### config.mk
export PLATFORM = sky130hd
export DESIGN_NAME = score_display_ctrl
export DESIGN_NICKNAME = d
export VERILOG_FILES = /design/src/rtl/score_display_ctrl_pkg.sv /design/src/rtl/score_display_ctrl_bin2bcd.sv /design/src/rtl/score_display_ctrl_hex7seg.sv /design/src/rtl/score_display_ctrl.sv
export SDC_FILE = /design/constraint.sdc
export NUM_CORES = 1
export LEC_CHECK = 0
export BUFFER_PORTS_ARGS = -buffer_cell sky130_fd_sc_hd__buf_2
export CAP_MARGIN = 25
export CORE_MARGIN = 5
export CORE_UTILIZATION = 40
export DETAILED_ROUTE_END_ITERATION = 8
export PLACE_DENSITY = 0.65
export SYNTH_ARGS = -nofsm -noshare
export SYNTH_HDL_FRONTEND = slang
export SYNTH_SLANG_ARGS = --single-unit
### constraint.sdc
create_clock -name clk -period 2.55 [get_ports clk]
set_input_delay 0.51 -clock clk [delete_from_list [all_inputs] [get_ports clk]]
set_output_delay 0.51 -clock clk [all_outputs]
set_load 0.005 [all_outputs]
### src/rtl/score_display_ctrl_pkg.sv
// Shared definitions for the score display controller.
//   state_e     : controller FSM states (IDLE -> CONV -> LATCH)
//   SEG_BLANK   : active-low segment pattern with every segment off
//   DEF_*       : default sizing for the controller
//   max_score() : largest value representable in nd BCD digits
package score_display_ctrl_pkg;

    typedef enum logic [1:0] {
        ST_IDLE  = 2'd0,
        ST_CONV  = 2'd1,
        ST_LATCH = 2'd2
    } state_e;

    localparam logic [6:0] SEG_BLANK      = 7'h7F;
    localparam int         DEF_SCORE_W    = 20;
    localparam int         DEF_NUM_DIGITS = 6;
    localparam int         DEF_BLINK_DIV  = 25_000_000;

    function automatic longint max_score(input int nd);
        longint r;
        r = 1;
        for (int i = 0; i < nd; i++) r = r * 10;
        return r - 1;
    endfunction

endpackage

### src/rtl/score_display_ctrl_bin2bcd.sv
// Iterative binary-to-BCD converter (shift-add-3), one bit per step.
//   clk, rst_n : clock, async active-low reset
//   load       : start a conversion of din (clears accumulator and count)
//   din        : binary value to convert
//   step       : perform one iteration this cycle
//   bcd        : BCD accumulator, nibble i = decimal digit i
//   done       : high on the step that performs the final iteration
module bin2bcd_iter #(
    parameter int SCORE_W    = 20,
    parameter int NUM_DIGITS = 6
) (
    input  logic                      clk,
    input  logic                      rst_n,
    input  logic                      load,
    input  logic [SCORE_W-1:0]        din,
    input  logic                      step,
    output logic [4*NUM_DIGITS-1:0]   bcd,
    output logic                      done
);

    localparam int BCD_W = 4 * NUM_DIGITS;
    localparam int CNT_W = $clog2(SCORE_W + 1);

    logic [SCORE_W-1:0] sh_q,  sh_d;
    logic [BCD_W-1:0]   bcd_q, bcd_d;
    logic [CNT_W-1:0]   cnt_q, cnt_d;
    logic [BCD_W-1:0]   adj;
    logic               last;

    assign last = (cnt_q == CNT_W'(SCORE_W - 1));
    assign done = step && last;
    assign bcd  = bcd_q;

    always_comb begin
        sh_d  = sh_q;
        bcd_d = bcd_q;
        cnt_d = cnt_q;
        adj   = bcd_q;
        if (load) begin
            sh_d  = din;
            bcd_d = '0;
            cnt_d = '0;
        end else if (step) begin
            // Pre-correct each nibble so the doubling carries into the next digit.
            for (int i = 0; i < NUM_DIGITS; i++)
                if (adj[4*i +: 4] >= 4'd5) adj[4*i +: 4] = adj[4*i +: 4] + 4'd3;
            {bcd_d, sh_d} = {adj[BCD_W-2:0], sh_q, 1'b0};
            cnt_d = cnt_q + CNT_W'(1);
        end
    end

    always_ff @(posedge clk or negedge rst_n) begin
        if (!rst_n) begin
            sh_q  <= '0;
            bcd_q <= '0;
            cnt_q <= '0;
        end else begin
            sh_q  <= sh_d;
            bcd_q <= bcd_d;
            cnt_q <= cnt_d;
        end
    end

endmodule

### src/rtl/score_display_ctrl_hex7seg.sv
// 4-bit hex to seven-segment decoder, active-low gfedcba.
//   nibble : value 0..F
//   seg    : segment drive, bit 0 = a ... bit 6 = g, 0 = lit
module hex7seg (
    input  logic [3:0] nibble,
    output logic [6:0] seg
);

    always_comb begin
        seg = 7'h7F;
        unique case (nibble)
            4'h0: seg = 7'h40;
            4'h1: seg = 7'h79;
            4'h2: seg = 7'h24;
            4'h3: seg = 7'h30;
            4'h4: seg = 7'h19;
            4'h5: seg = 7'h12;
            4'h6: seg = 7'h02;
            4'h7: seg = 7'h78;
            4'h8: seg = 7'h00;
            4'h9: seg = 7'h10;
            4'hA: seg = 7'h08;
            4'hB: seg = 7'h03;
            4'hC: seg = 7'h46;
            4'hD: seg = 7'h21;
            4'hE: seg = 7'h06;
            4'hF: seg = 7'h0E;
            default: seg = 7'h7F;
        endcase
    end

endmodule

### src/rtl/score_display_ctrl.sv
// Score display controller for HEX0..HEX(NUM_DIGITS-1) seven-segment digits.
// Converts a strobed binary score to BCD, latches the digits, then drives
// the segments with optional leading-zero blanking and a game-over blink.
//   clk, rst_n  : clock, async active-low reset
//   score_in    : binary score, sampled when score_valid=1
//   score_valid : one-cycle load strobe
//   blank_lz    : 1 = blank digits above the highest nonzero digit
//   blink_en    : 1 = blank the whole display during the blink "off" phase
//   busy        : conversion in progress (CONV or LATCH)
//   ovf         : last converted score was clamped to 10^NUM_DIGITS-1
//   hex_out     : active-low gfedcba, digit i at [7i+6:7i], registered
module score_display_ctrl
    import score_display_ctrl_pkg::*;
#(
    parameter int SCORE_W    = DEF_SCORE_W,
    parameter int NUM_DIGITS = DEF_NUM_DIGITS,
    parameter int BLINK_DIV  = DEF_BLINK_DIV
) (
    input  logic                    clk,
    input  logic                    rst_n,
    input  logic [SCORE_W-1:0]      score_in,
    input  logic                    score_valid,
    input  logic                    blank_lz,
    input  logic                    blink_en,
    output logic                    busy,
    output logic                    ovf,
    output logic [7*NUM_DIGITS-1:0] hex_out
);

    localparam longint MAX_VAL = max_score(NUM_DIGITS);
    localparam int     BCD_W   = 4 * NUM_DIGITS;
    localparam int     BW      = (BLINK_DIV > 1) ? $clog2(BLINK_DIV) : 1;

    state_e                          state_q, state_d;
    logic                            pend_vld_q, pend_vld_d;
    logic [SCORE_W-1:0]              pend_val_q, pend_val_d;
    logic                            clamp_q, clamp_d;
    logic                            ovf_q, ovf_d;
    logic [NUM_DIGITS-1:0][3:0]      digits_q, digits_d;
    logic [BW-1:0]                   blink_cnt_q, blink_cnt_d;
    logic                            blink_ph_q, blink_ph_d;
    logic [NUM_DIGITS-1:0][6:0]      hex_q, hex_d;

    logic                            cap;
    logic [SCORE_W-1:0]              cap_val;
    logic                            clamp_hit;
    logic [SCORE_W-1:0]              load_val;
    logic                            step;
    logic                            conv_done;
    logic [BCD_W-1:0]                bcd;
    logic [NUM_DIGITS-1:0][6:0]      seg;
    logic                            lead;

    // A same-cycle strobe takes precedence over a pending value.
    assign cap       = (state_q == ST_IDLE) && (score_valid || pend_vld_q);
    assign cap_val   = score_valid ? score_in : pend_val_q;
    assign clamp_hit = 64'(cap_val) > MAX_VAL;
    assign load_val  = clamp_hit ? SCORE_W'(MAX_VAL) : cap_val;
    assign step      = (state_q == ST_CONV);

    assign busy    = (state_q != ST_IDLE);
    assign ovf     = ovf_q;
    assign hex_out = hex_q;

    bin2bcd_iter #(
        .SCORE_W    (SCORE_W),
        .NUM_DIGITS (NUM_DIGITS)
    ) u_b2b (
        .clk   (clk),
        .rst_n (rst_n),
        .load  (cap),
        .din   (load_val),
        .step  (step),
        .bcd   (bcd),
        .done  (conv_done)
    );

    for (genvar i = 0; i < NUM_DIGITS; i++) begin : g_dig
        hex7seg u_dec (
            .nibble (digits_q[i]),
            .seg    (seg[i])
        );
    end

    // FSM, pending slot and digit latch.
    always_comb begin
        state_d    = state_q;
        pend_vld_d = pend_vld_q;
        pend_val_d = pend_val_q;
        clamp_d    = clamp_q;
        ovf_d      = ovf_q;
        digits_d   = digits_q;

        // While busy, the newest strobe replaces any earlier pending value.
        if (state_q != ST_IDLE && score_valid) begin
            pend_vld_d = 1'b1;
            pend_val_d = score_in;
        end else if (cap) begin
            pend_vld_d = 1'b0;
        end

        unique case (state_q)
            ST_IDLE: begin
                if (cap) begin
                    clamp_d = clamp_hit;
                    state_d = ST_CONV;
                end
            end
            ST_CONV: begin
                if (conv_done) state_d = ST_LATCH;
            end
            ST_LATCH: begin
                digits_d = bcd;
                ovf_d    = clamp_q;
                state_d  = ST_IDLE;
            end
            default: state_d = ST_IDLE;
        endcase
    end

    // Free-running blink timebase.
    always_comb begin
        blink_cnt_d = blink_cnt_q + BW'(1);
        blink_ph_d  = blink_ph_q;
        if (blink_cnt_q == BW'(BLINK_DIV - 1)) begin
            blink_cnt_d = '0;
            blink_ph_d  = ~blink_ph_q;
        end
    end

    // Segment selection: lead stays high while every digit at or above i is zero.
    always_comb begin
        hex_d = seg;
        lead  = 1'b1;
        for (int i = NUM_DIGITS - 1; i >= 1; i--) begin
            if (digits_q[i] != 4'd0) lead = 1'b0;
            if (blank_lz && lead) hex_d[i] = SEG_BLANK;
        end
        if (blink_en && blink_ph_q) hex_d = {NUM_DIGITS{SEG_BLANK}};
    end

    always_ff @(posedge clk or negedge rst_n) begin
        if (!rst_n) begin
            state_q     <= ST_IDLE;
            pend_vld_q  <= 1'b0;
            pend_val_q  <= '0;
            clamp_q     <= 1'b0;
            ovf_q       <= 1'b0;
            digits_q    <= '0;
            blink_cnt_q <= '0;
            blink_ph_q  <= 1'b0;
            hex_q       <= {NUM_DIGITS{SEG_BLANK}};
        end else begin
            state_q     <= state_d;
            pend_vld_q  <= pend_vld_d;
            pend_val_q  <= pend_val_d;
            clamp_q     <= clamp_d;
            ovf_q       <= ovf_d;
            digits_q    <= digits_d;
            blink_cnt_q <= blink_cnt_d;
            blink_ph_q  <= blink_ph_d;
            hex_q       <= hex_d;
        end
    end

endmodule

Yosys cells after proc, flatten, opt, wreduce, memory -nomap -nowiden --
Memories as Yosys holds them, arrays and structs flattened. Cells that the tools add are included.
Operators by class: add/sub/neg operators 8, $mul 0, div/mod/pow operators 0, $lt $le $gt $ge 7, eq/ne operators 6, shift operators 0, multiplexer cells 31, bitwise gates (word level) 1, reduce and logical (&&, ||, !) cells 21
Operator list (count):
- $mux W20 | 4
- $mux W24 | 2
- $mux W42 | 1
- $mux W7 | 5
- $add A25 B1 Y25 const B | 1
- $eq A25 B25 Y1 const B | 1
- $mux W25 | 1
- $ge A4 B3 Y1 const B | 6
- $add A4 B2 Y4 const B | 5
- $gt A20 B20 Y1 const B | 1
- $mux W4 | 5
- $reduce_bool A4 Y1 | 5
- $mux W5 | 2
- $logic_and A1 B1 Y1 | 9
- $mux W1 | 7
- $reduce_bool A2 Y1 | 3
- $add A5 B1 Y5 const B | 1
- $eq A5 B5 Y1 const B | 1
- $mux W2 | 2
- $ne A2 B2 Y1 const B | 2
- $pmux W2 S2 | 1
- $reduce_and A2 Y1 | 2
- $add A3 B2 Y3 const B | 1
- $mux W3 | 1
- 5 further kinds | 5
Storage, ports and cells: flip-flop bits (word level) 166, latch bits 0, bits in writable memories 0, bits in read-only memories 672, input port bits 25, output and inout port bits 44, word-level logic and storage cells 102, memories 6
Memory list:
- (name not given) | depth 16, bits a word 7, rd ports 1, clocked after memory_dff 0, write ports 0, line score_display_ctrl_hex7seg.sv:11 | unique case (nibble)
- (name not given) | depth 16, bits a word 7, rd ports 1, clocked after memory_dff 0, write ports 0, line score_display_ctrl_hex7seg.sv:11
- (name not given) | depth 16, bits a word 7, rd ports 1, clocked after memory_dff 0, write ports 0, line score_display_ctrl_hex7seg.sv:11
- (name not given) | depth 16, bits a word 7, rd ports 1, clocked after memory_dff 0, write ports 0, line score_display_ctrl_hex7seg.sv:11
- (name not given) | depth 16, bits a word 7, rd ports 1, clocked after memory_dff 0, write ports 0, line score_display_ctrl_hex7seg.sv:11
- (name not given) | depth 16, bits a word 7, rd ports 1, clocked after memory_dff 0, write ports 0, line score_display_ctrl_hex7seg.sv:11

Longest topological paths before layout --
Gate-level depths: netlist of run 1.
depth after elaboration 9, mapped depth 7, gate-level depth less buffers 6

By module --
Synthesis of run 1 repeated with hierarchy kept, for this count alone.
Second synthesis, totals: cells, all modules 857, area total of the unflattened synthesis 9282.7 µm²
By module, submodules not included:
- score_display_ctrl | times used 1, cells an instance 388, area an instance 4894.7 µm², seq. area each 2980.4 µm²
- bin2bcd_iter | times used 1, cells an instance 275, area an instance 2738.9 µm², seq. area each 1226.2 µm²
- hex7seg at g_dig[2].u_dec ... | times used 4, cells an instance 32, area an instance 275.3 µm², seq. area each 0.0 µm²
- hex7seg at g_dig[0].u_dec ... | times used 2, cells an instance 33, area an instance 274.0 µm², seq. area each 0.0 µm²

Least setup slack after synthesis of run 1 --
No wires, ideal clock.
kind register -> register, start reg blink_cnt_q[0], end reg blink_cnt_q[16], setup time 0.078 ns, arrival 1.903 ns, data required time 2.472 ns, path slack 0.568 ns, stages on the path, launching flop included 7, path buffers 1, period minus slack after synthesis 1.982 ns, path through dfrtp_1 -> ha_1 -> clkbuf_1 -> inv_1 -> or4_1 -> or4_1 -> a21oi_1
On the way: longest elaborated chain between the ends 2, elaborated cells on any way between the ends 3, those cells by class add/sub: 1; eq/ne: 1; mux: 1
RTL lines:
- from (decl) | line score_display_ctrl.sv:40 | logic [BW-1:0] blink_cnt_q, blink_cnt_d;
- from (signal assigned) | line score_display_ctrl.sv:160 | blink_cnt_q <= blink_cnt_d;
- $add A25 B1 Y25 / $eq A25 B25 Y1 (equally long branches) | line score_display_ctrl.sv:123, score_display_ctrl.sv:125
- $mux W25 * | line score_display_ctrl.sv:125 | if (blink_cnt_q == BW'(BLINK_DIV - 1)) begin
- net blink_cnt_d[16] | line score_display_ctrl.sv:40
The timed path passes the listed nets; every way through them passes the cells marked *. A chain may end at the register's enable or synchronous reset.

==> results of run 1 <==
per-layer routing:
| metal | track usage (%) | vias to the layer above | wire (um) |
|---|---|---|---|
| met2 | 22.8 | 102 | 8020 |
| met4 | 4.05 | 0 | 231 |
| met5 | 0 | - | 0 |
| met1 | 21.4 | 2984 | 8500 |
| met3 | 3.87 | 17 | 817 |
| li1 | - | 3085 | - |
state kept, by name, summed over array words and instances, names as in the netlist:
register,count
u_b2b.bcd,24
blink_ph_q,1
state_q,2
u_b2b.cnt_q,5
pend_val_q,20
u_b2b.sh_q,20
pend_vld_q,1
hex_out,42
ovf,1
blink_cnt_q,25
clamp_q,1
digits_q,24
synth_stat cells (3+ instances only):
cell type / n
a21oi_1: 16
a31o_2: 5
or4_1: 5
nand2b_1: 24
mux2_2: 34
a22o_1: 6
dfrtp_1: 124
or2_2: 3
a32o_1: 6
nand4_1: 7
a31oi_1: 11
nor3_1: 15
inv_1: 44
o31ai_1: 11
nor2_1: 47
dfstp_2: 42
nor4_1: 5
nand3_1: 18
xor2_1: 12
mux2i_1: 31
a32oi_1: 3
a211oi_1: 4
xnor2_1: 14
ha_1: 46
and4_1: 3
o21ai_0: 58
nor2b_1: 8
o211ai_1: 25
a221oi_1: 6
buf_1: 6
and2_1: 6
o32ai_1: 5
o311ai_0: 21
or3_1: 4
nand2_1: 66
o22ai_1: 11
clkbuf_1: 35
path summary, 6_finish.rpt:
kind	from	endpoint	slack (ns)
setup / recovery	digits_q[20]	hex_out[14]	0.24
hold / removal	rst_n	blink_cnt_q[23]	0.03
setup reg to reg	digits_q[20]	hex_out[14]	0.24
hold reg to reg	blink_ph_q	blink_ph_q	0.48
max in group asynchronous	rst_n	hex_out[6]	1.76
min in group clk	score_in[1]	pend_val_q[1]	0.34
final cells by class:
class,instances,area [um^2]
Multi-Input combinational cell,563,4030
Clock buffer,19,453
Inverter,45,169
Fill cell,1955,11200
Sequential cell,166,4210
Timing Repair Buffer,84,492
Clock inverter,13,121
Tap cell,275,344
critical path: stages, from the launching register on:
cell	delay, ns
dfrtp_1	0.44
inv_1	0.13
ha_1	0.26
and4bb_2	0.30
and4_1	0.26
a31oi_1	0.54
o311ai_0	0.26
metrics by stage:
step | util, % | worst slack (ns)
final | 46.7 | 0.236
after global routing | 46.7 | 0.0369
after CTS | 46.7 | 0.273
after detailed placement | 44.0 | 0.266
after global placement | 44.0 | 0.305
after floorplan | - | 0.568
logic make-up after synthesis:
kind of cell             share of synthesized area, %
AND/OR/NAND/NOR                                  13.3
AO/OA/AOI/OAI                                    16.1
XOR/XNOR                                         2.66
adder cells (fa/ha/maj)                          6.72
buffers and inverters                            3.83
flip-flops                                       49.1
multiplexers                                     8.36
report_power, final:
part / switching (uW) / internal, uW
clock network: 1070 / 1410
registers: 569 / 3680
logic: 1790 / 1580
==> impl_metrics.sql, run 1 <==
INSERT INTO impl_metrics (metric_group, metric, value, unit) VALUES
('detailed_routing', 'firstDrtPassIters', '6', ''),
('timing', 'totalNegativeSetupSlack', '0', 'ns'),
('synth', 'synth_nets', '887', ''),
('timing', 'slew_viol_final', '0', ''),
('synth', 'synth_edf_count', '0', ''),
('hold_path', 'hold_path.class', 'primary input to async pin', ''),
('synth', 'synth.top_cell.area_share', '36.2', '%'),
('detailed_routing', 'drt_wl_total', '17600', 'um'),
('timing', 'transition_time_of_the_tightest_slew_check_pin', '0.641', 'ns'),
('critical_path', 'timing.critical_path.required', '2.85', 'ns'),
('detailed_routing', 'drt-vias-per-instance', '5.31', ''),
('place', 'detail_placement_hpwl', '12200', 'um'),
('grt', 'globalRoute.totalOverflow', '0', ''),
('job', 'max_cap_viol_count', '0', ''),
('die', 'core.rowCount', '53', ''),
('power', 'power-per-cell-area', '1030', 'nW/um^2'),
('final_layout', 'final_common_cell', 'dfrtp_1', ''),
('clocking', 'cts.repair_timing.setup_buffer_count', '0', ''),
('synth', 'avgSynthCellArea', '10.5', 'um^2'),
('place', 'placed_cell_area', '9240', 'um^2'),
('clocking', 'root_buffer', 'clkbuf_16', ''),
('synth', 'synth_top_area_cell', 'dfrtp_1', ''),
('synth', 'synth-main-ff-cell', 'dfrtp_1', ''),
('synth', 'ys_top_cells_by_area', 'dfrtp_1 36%, dfstp_2 13%, ha_1 6.7%', ''),
('power', 'total_leakage_power', '0.00425', 'uW'),
('die', 'die_x', '156', 'um'),
('clocking', 'clk-insertion-delay-late', '0.42', 'ns'),
('clocking', 'cts_buffers', '17', ''),
('critical_path', 'timing.critical_path.arrival', '2.61', 'ns'),
('critical_path', 'timing.reg2reg.worst_path_depth', '6', ''),
('final_layout', 'finalNetCount', '948', ''),
('synth', 'synth_cell_types', '59', ''),
('grt', 'grt_util_all_layers', '15.0', '%'),
('grt', 'grt_pass1_wl', '30500', 'um'),
('final_layout', 'layout.cells.most_common_list', '124 x dfrtp_1, 67 x buf_2, 66 x nand2_1, 58 x o21ai_0, 47 x nor2_1', ''),
('final_layout', 'num_antenna_cells', '0', ''),
('synth', 'ys_seq_elements', '166', ''),
('timing', 'hold_ws', '0.0281', 'ns'),
('clocking', 'cts_tree', 'yes', ''),
('critical_path', 'crit_type', 'register to register', ''),
('die', 'die_h', '156', 'um'),
('critical_path', 'worst_setup_end_kind', 'register', ''),
('critical_path', 'crit_path_max_fanout', '7', ''),
('synth', 'synthesis.instances', '816', ''),
('die', 'dieArea', '24400', 'um^2'),
('clocking', 'total_of_hold_buffers_inserted_after_clock_tree_synthesis', '0', ''),
('final_layout', 'postLayoutCellArea', '9820', 'um^2'),
('final_layout', 'drive_gt1_share', '23.3', '%'),
('clocking', 'ctsHtreeMaxLevel', '4', ''),
('timing', 'max_freq', '0.432', 'GHz'),
('detailed_routing', 'drt.antenna.violating_nets', '0', ''),
('detailed_routing', 'first_drt_iteration_drcs', '343', ''),
('power', 'finalPower', '10100', 'uW'),
('clocking', 'cts_repair_resize_count', '0', ''),
('detailed_routing', 'detailed_route_via_count', '6188', ''),
('die', 'initial_utilization', '40.7', '%'),
('timing', 'setup_violations', '0', ''),
('timing', 'post-route-period-util', '90.7', '%'),
('clocking', 'cts_sinks', '166', ''),
('die', 'floorplan.io_pins', '69', ''),
('final_layout', 'final_cell_count_no_fill', '1165', ''),
('clocking', 'cts_max_path_buffers', '2', ''),
('detailed_routing', 'post-route-drc-count', '0', ''),
('timing', 'clock-skew-final', '0.0106', 'ns'),
('status', 'status', 'complete, no violations', ''),
('synth', 'ys.warnings.count', '0', ''),
('synth', 'post_synth_instance_area', '8560', 'um^2'),
('grt', 'grt_start_max_net_pins', '55', ''),
('grt', 'first_global_vias', '6156', ''),
('power', 'irDropWorstVdd', '0.628', 'mV'),
('timing', 'timing.slew.headroom', '57.0', '%'),
('clocking', 'cts.clk_slew.worst_paths', '0.07', 'ns'),
('synth', 'synth_seq_area_share', '49.1', '%'),
('timing', 'rsz_0062_raised_after_global_routing', 'false', ''),
('timing', 'final_period_minus_worst_setup_slack', '2.31', 'ns'),
('die', 'core_region_area', '21000', 'um^2'),
('final_layout', 'area_growth_syn_to_layout', '14.6', '%'),
('timing', 'final-hold-violation-count', '0', ''),
('place', 'port_buffers', '68', ''),
('critical_path', 'setup.worst_path.start_class', 'register', ''),
('synth', 'async_set_or_reset_flop_fraction_in_the_synthesized_netlist', '100', '%'),
('detailed_routing', 'wire_per_inst', '15.1', 'um'),
('place', 'placedCellCount', '1133', ''),
('place', 'globalplace.congestion', '0.823', ''),
('grt', 'number_of_antenna_violations_at_the_first_check_in_global_routing', '0', '');
(Power assumes the default switching activity.)
==> run 2: changes to the inputs <==
Settings changed: CORE_UTILIZATION 40 to 55, PLACE_DENSITY 0.65 to 0.74.
==> impl_metrics.sql, run 2 (synthesis gave the netlist of run 1 again) <==
INSERT INTO impl_metrics (metric_group, metric, value, unit) VALUES
('timing', 'rsz_0062_raised_after_global_routing', 'false', ''),
('detailed_routing', 'wire_per_inst', '15.6', 'um'),
('detailed_routing', 'drt_wl_total', '17100', 'um'),
('timing', 'transition_time_of_the_tightest_slew_check_pin', '0.679', 'ns'),
('detailed_routing', 'post-route-drc-count', '0', ''),
('timing', 'slew_viol_final', '0', ''),
('clocking', 'root_buffer', 'clkbuf_16', ''),
('timing', 'totalNegativeSetupSlack', '0', 'ns'),
('critical_path', 'crit_type', 'register to register', ''),
('clocking', 'ctsHtreeMaxLevel', '4', ''),
('final_layout', 'fillerInstances', '1193', ''),
('die', 'core_region_area', '15300', 'um^2'),
('detailed_routing', 'detailed_route_via_count', '6395', ''),
('final_layout', 'num_antenna_cells', '0', ''),
('critical_path', 'crit_path_max_fanout', '7', ''),
('final_layout', 'area_growth_syn_to_layout', '13.6', '%'),
('detailed_routing', 'drt-vias-per-instance', '5.82', ''),
('final_layout', 'final_common_cell', 'dfrtp_1', ''),
('final_layout', 'multiInputGateArea', '4030', 'um^2'),
('die', 'core.rowCount', '45', ''),
('place', 'globalplace.congestion', '0.889', ''),
('final_layout', 'layout.cells.most_common_list', '124 x dfrtp_1, 67 x buf_2, 66 x nand2_1, 58 x o21ai_0, 47 x nor2_1', ''),
('die', 'dieArea', '18200', 'um^2'),
('place', 'placedCellCount', '1068', ''),
('place', 'detail_placement_hpwl', '12000', 'um'),
('critical_path', 'timing.critical_path.arrival', '2.40', 'ns'),
('clocking', 'cts_buffers', '17', ''),
('final_layout', 'seq_area', '4210', 'um^2'),
('final_layout', 'drive_gt1_share', '22.7', '%'),
('die', 'floorplan.io_pins', '69', ''),
('timing', 'post-route-period-util', '82.2', '%'),
('clocking', 'cts_repair_resize_count', '0', ''),
('power', 'total_leakage_power', '0.00423', 'uW'),
('grt', 'first_global_vias', '6170', ''),
('job', 'max_cap_viol_count', '0', ''),
('clocking', 'clk-insertion-delay-late', '0.43', 'ns'),
('die', 'initial_utilization', '56.1', '%'),
('detailed_routing', 'first_drt_iteration_drcs', '365', ''),
('timing', 'final-hold-violation-count', '0', ''),
('grt', 'number_of_antenna_violations_at_the_first_check_in_global_routing', '0', ''),
('clocking', 'cts_tree', 'yes', ''),
('clocking', 'cts_max_path_buffers', '2', ''),
('timing', 'clock-skew-final', '0.00920', 'ns'),
('clocking', 'cts_sinks', '166', ''),
('timing', 'timing.slew.headroom', '54.3', '%'),
('place', 'port_buffers', '68', ''),
('final_layout', 'largest_register_ffs', '42', ''),
('timing', 'max_freq', '0.477', 'GHz'),
('power', 'irDropWorstVdd', '0.591', 'mV'),
('grt', 'grt_util_all_layers', '19.7', '%'),
('clocking', 'total_of_hold_buffers_inserted_after_clock_tree_synthesis', '0', ''),
('grt', 'globalRoute.totalOverflow', '0', ''),
('die', 'die_h', '135', 'um'),
('final_layout', 'final_cell_count_no_fill', '1099', ''),
('grt', 'grt_start_max_net_pins', '76', ''),
('detailed_routing', 'drt.antenna.violating_nets', '0', ''),
('hold_path', 'hold_path.class', 'primary input to async pin', ''),
('critical_path', 'setup.worst_path.start_class', 'register', ''),
('grt', 'grt_pass1_wl', '29500', 'um'),
('critical_path', 'timing.critical_path.required', '2.85', 'ns'),
('timing', 'setup_violations', '0', ''),
('die', 'die_x', '135', 'um'),
('clocking', 'cts.repair_timing.setup_buffer_count', '0', ''),
('power', 'power-per-cell-area', '1040', 'nW/um^2'),
('detailed_routing', 'firstDrtPassIters', '5', ''),
('critical_path', 'worst_setup_end_kind', 'register', ''),
('clocking', 'cts.clk_slew.worst_paths', '0.06', 'ns'),
('final_layout', 'finalNetCount', '947', ''),
('timing', 'final_period_minus_worst_setup_slack', '2.10', 'ns'),
('status', 'status', 'complete, no violations', '');
-- run 2: cell type report --
cell class	count	share of cell area [%]
sequential	166	43.2
timing repair buffer	83	5.10
clock buffer	24	5.05
inverter	45	1.74
tap	211	2.71
multi-input combinational	563	41.4
clock inverter	7	0.733
-- run 2: path summary, 6_finish.rpt --
check / from / to / slack (ns) / cells after the start
worst max-delay path: digits_q[12] / hex_out[18] / 0.45 / 7
worst min-delay path: rst_n / digits_q[18] / 0.12 / 1
worst max register to register: digits_q[12] / hex_out[18] / 0.45 / 7
worst min register to register: u_b2b.sh_q[19] / u_b2b.bcd[0] / 0.49 / 2
max in group asynchronous: rst_n / u_b2b.sh_q[5] / 1.72 / 2
min in group clk: score_in[4] / pend_val_q[4] / 0.34 / 2
-- run 2: worst max-delay path, stage by stage, from the launching register on --
cell      delay (ns)
dfrtp_1         0.44
inv_1           0.16
ha_1            0.22
nor3b_1         0.33
and4_1          0.39
a31oi_1         0.13
buf_4           0.18
o311ai_0        0.12
-- run 2: metrics by stage --
stage | hold slack (ns) | worst slack [ns] | power, uW | utilization [%] | cell area (um^2)
floorplan | 0.214 | 0.568 | 6600 | - | 8560
global placement | 0.467 | 0.344 | 7510 | 60.1 | 9170
detailed placement | 0.477 | 0.331 | 7730 | 60.1 | 9170
CTS | 0.134 | 0.481 | 10200 | 63.8 | 9730
global route | 0.177 | 0.309 | 10800 | 63.8 | 9730
finish | 0.117 | 0.455 | 10100 | 63.8 | 9730
-- run 2: report_power, final --
part	internal, uW	switching [uW]	total (uW)
sequential	3680	568	4250
clock	1440	993	2430
combinational	1610	1830	3440
-- run 2: layer usage --
| metal | vias to the layer above | part of all wire, % | wire (um) | GRT usage [%] |
|---|---|---|---|---|
| li1 | 3089 | - | - | - |
| met1 | 3126 | 45 | 7800 | 26.3 |
| met2 | 148 | 48 | 8310 | 32.1 |
| met3 | 32 | 4.1 | 708 | 4.06 |
| met4 | 0 | 1.9 | 328 | 6.73 |
| met5 | - | 0 | 0 | 0 |
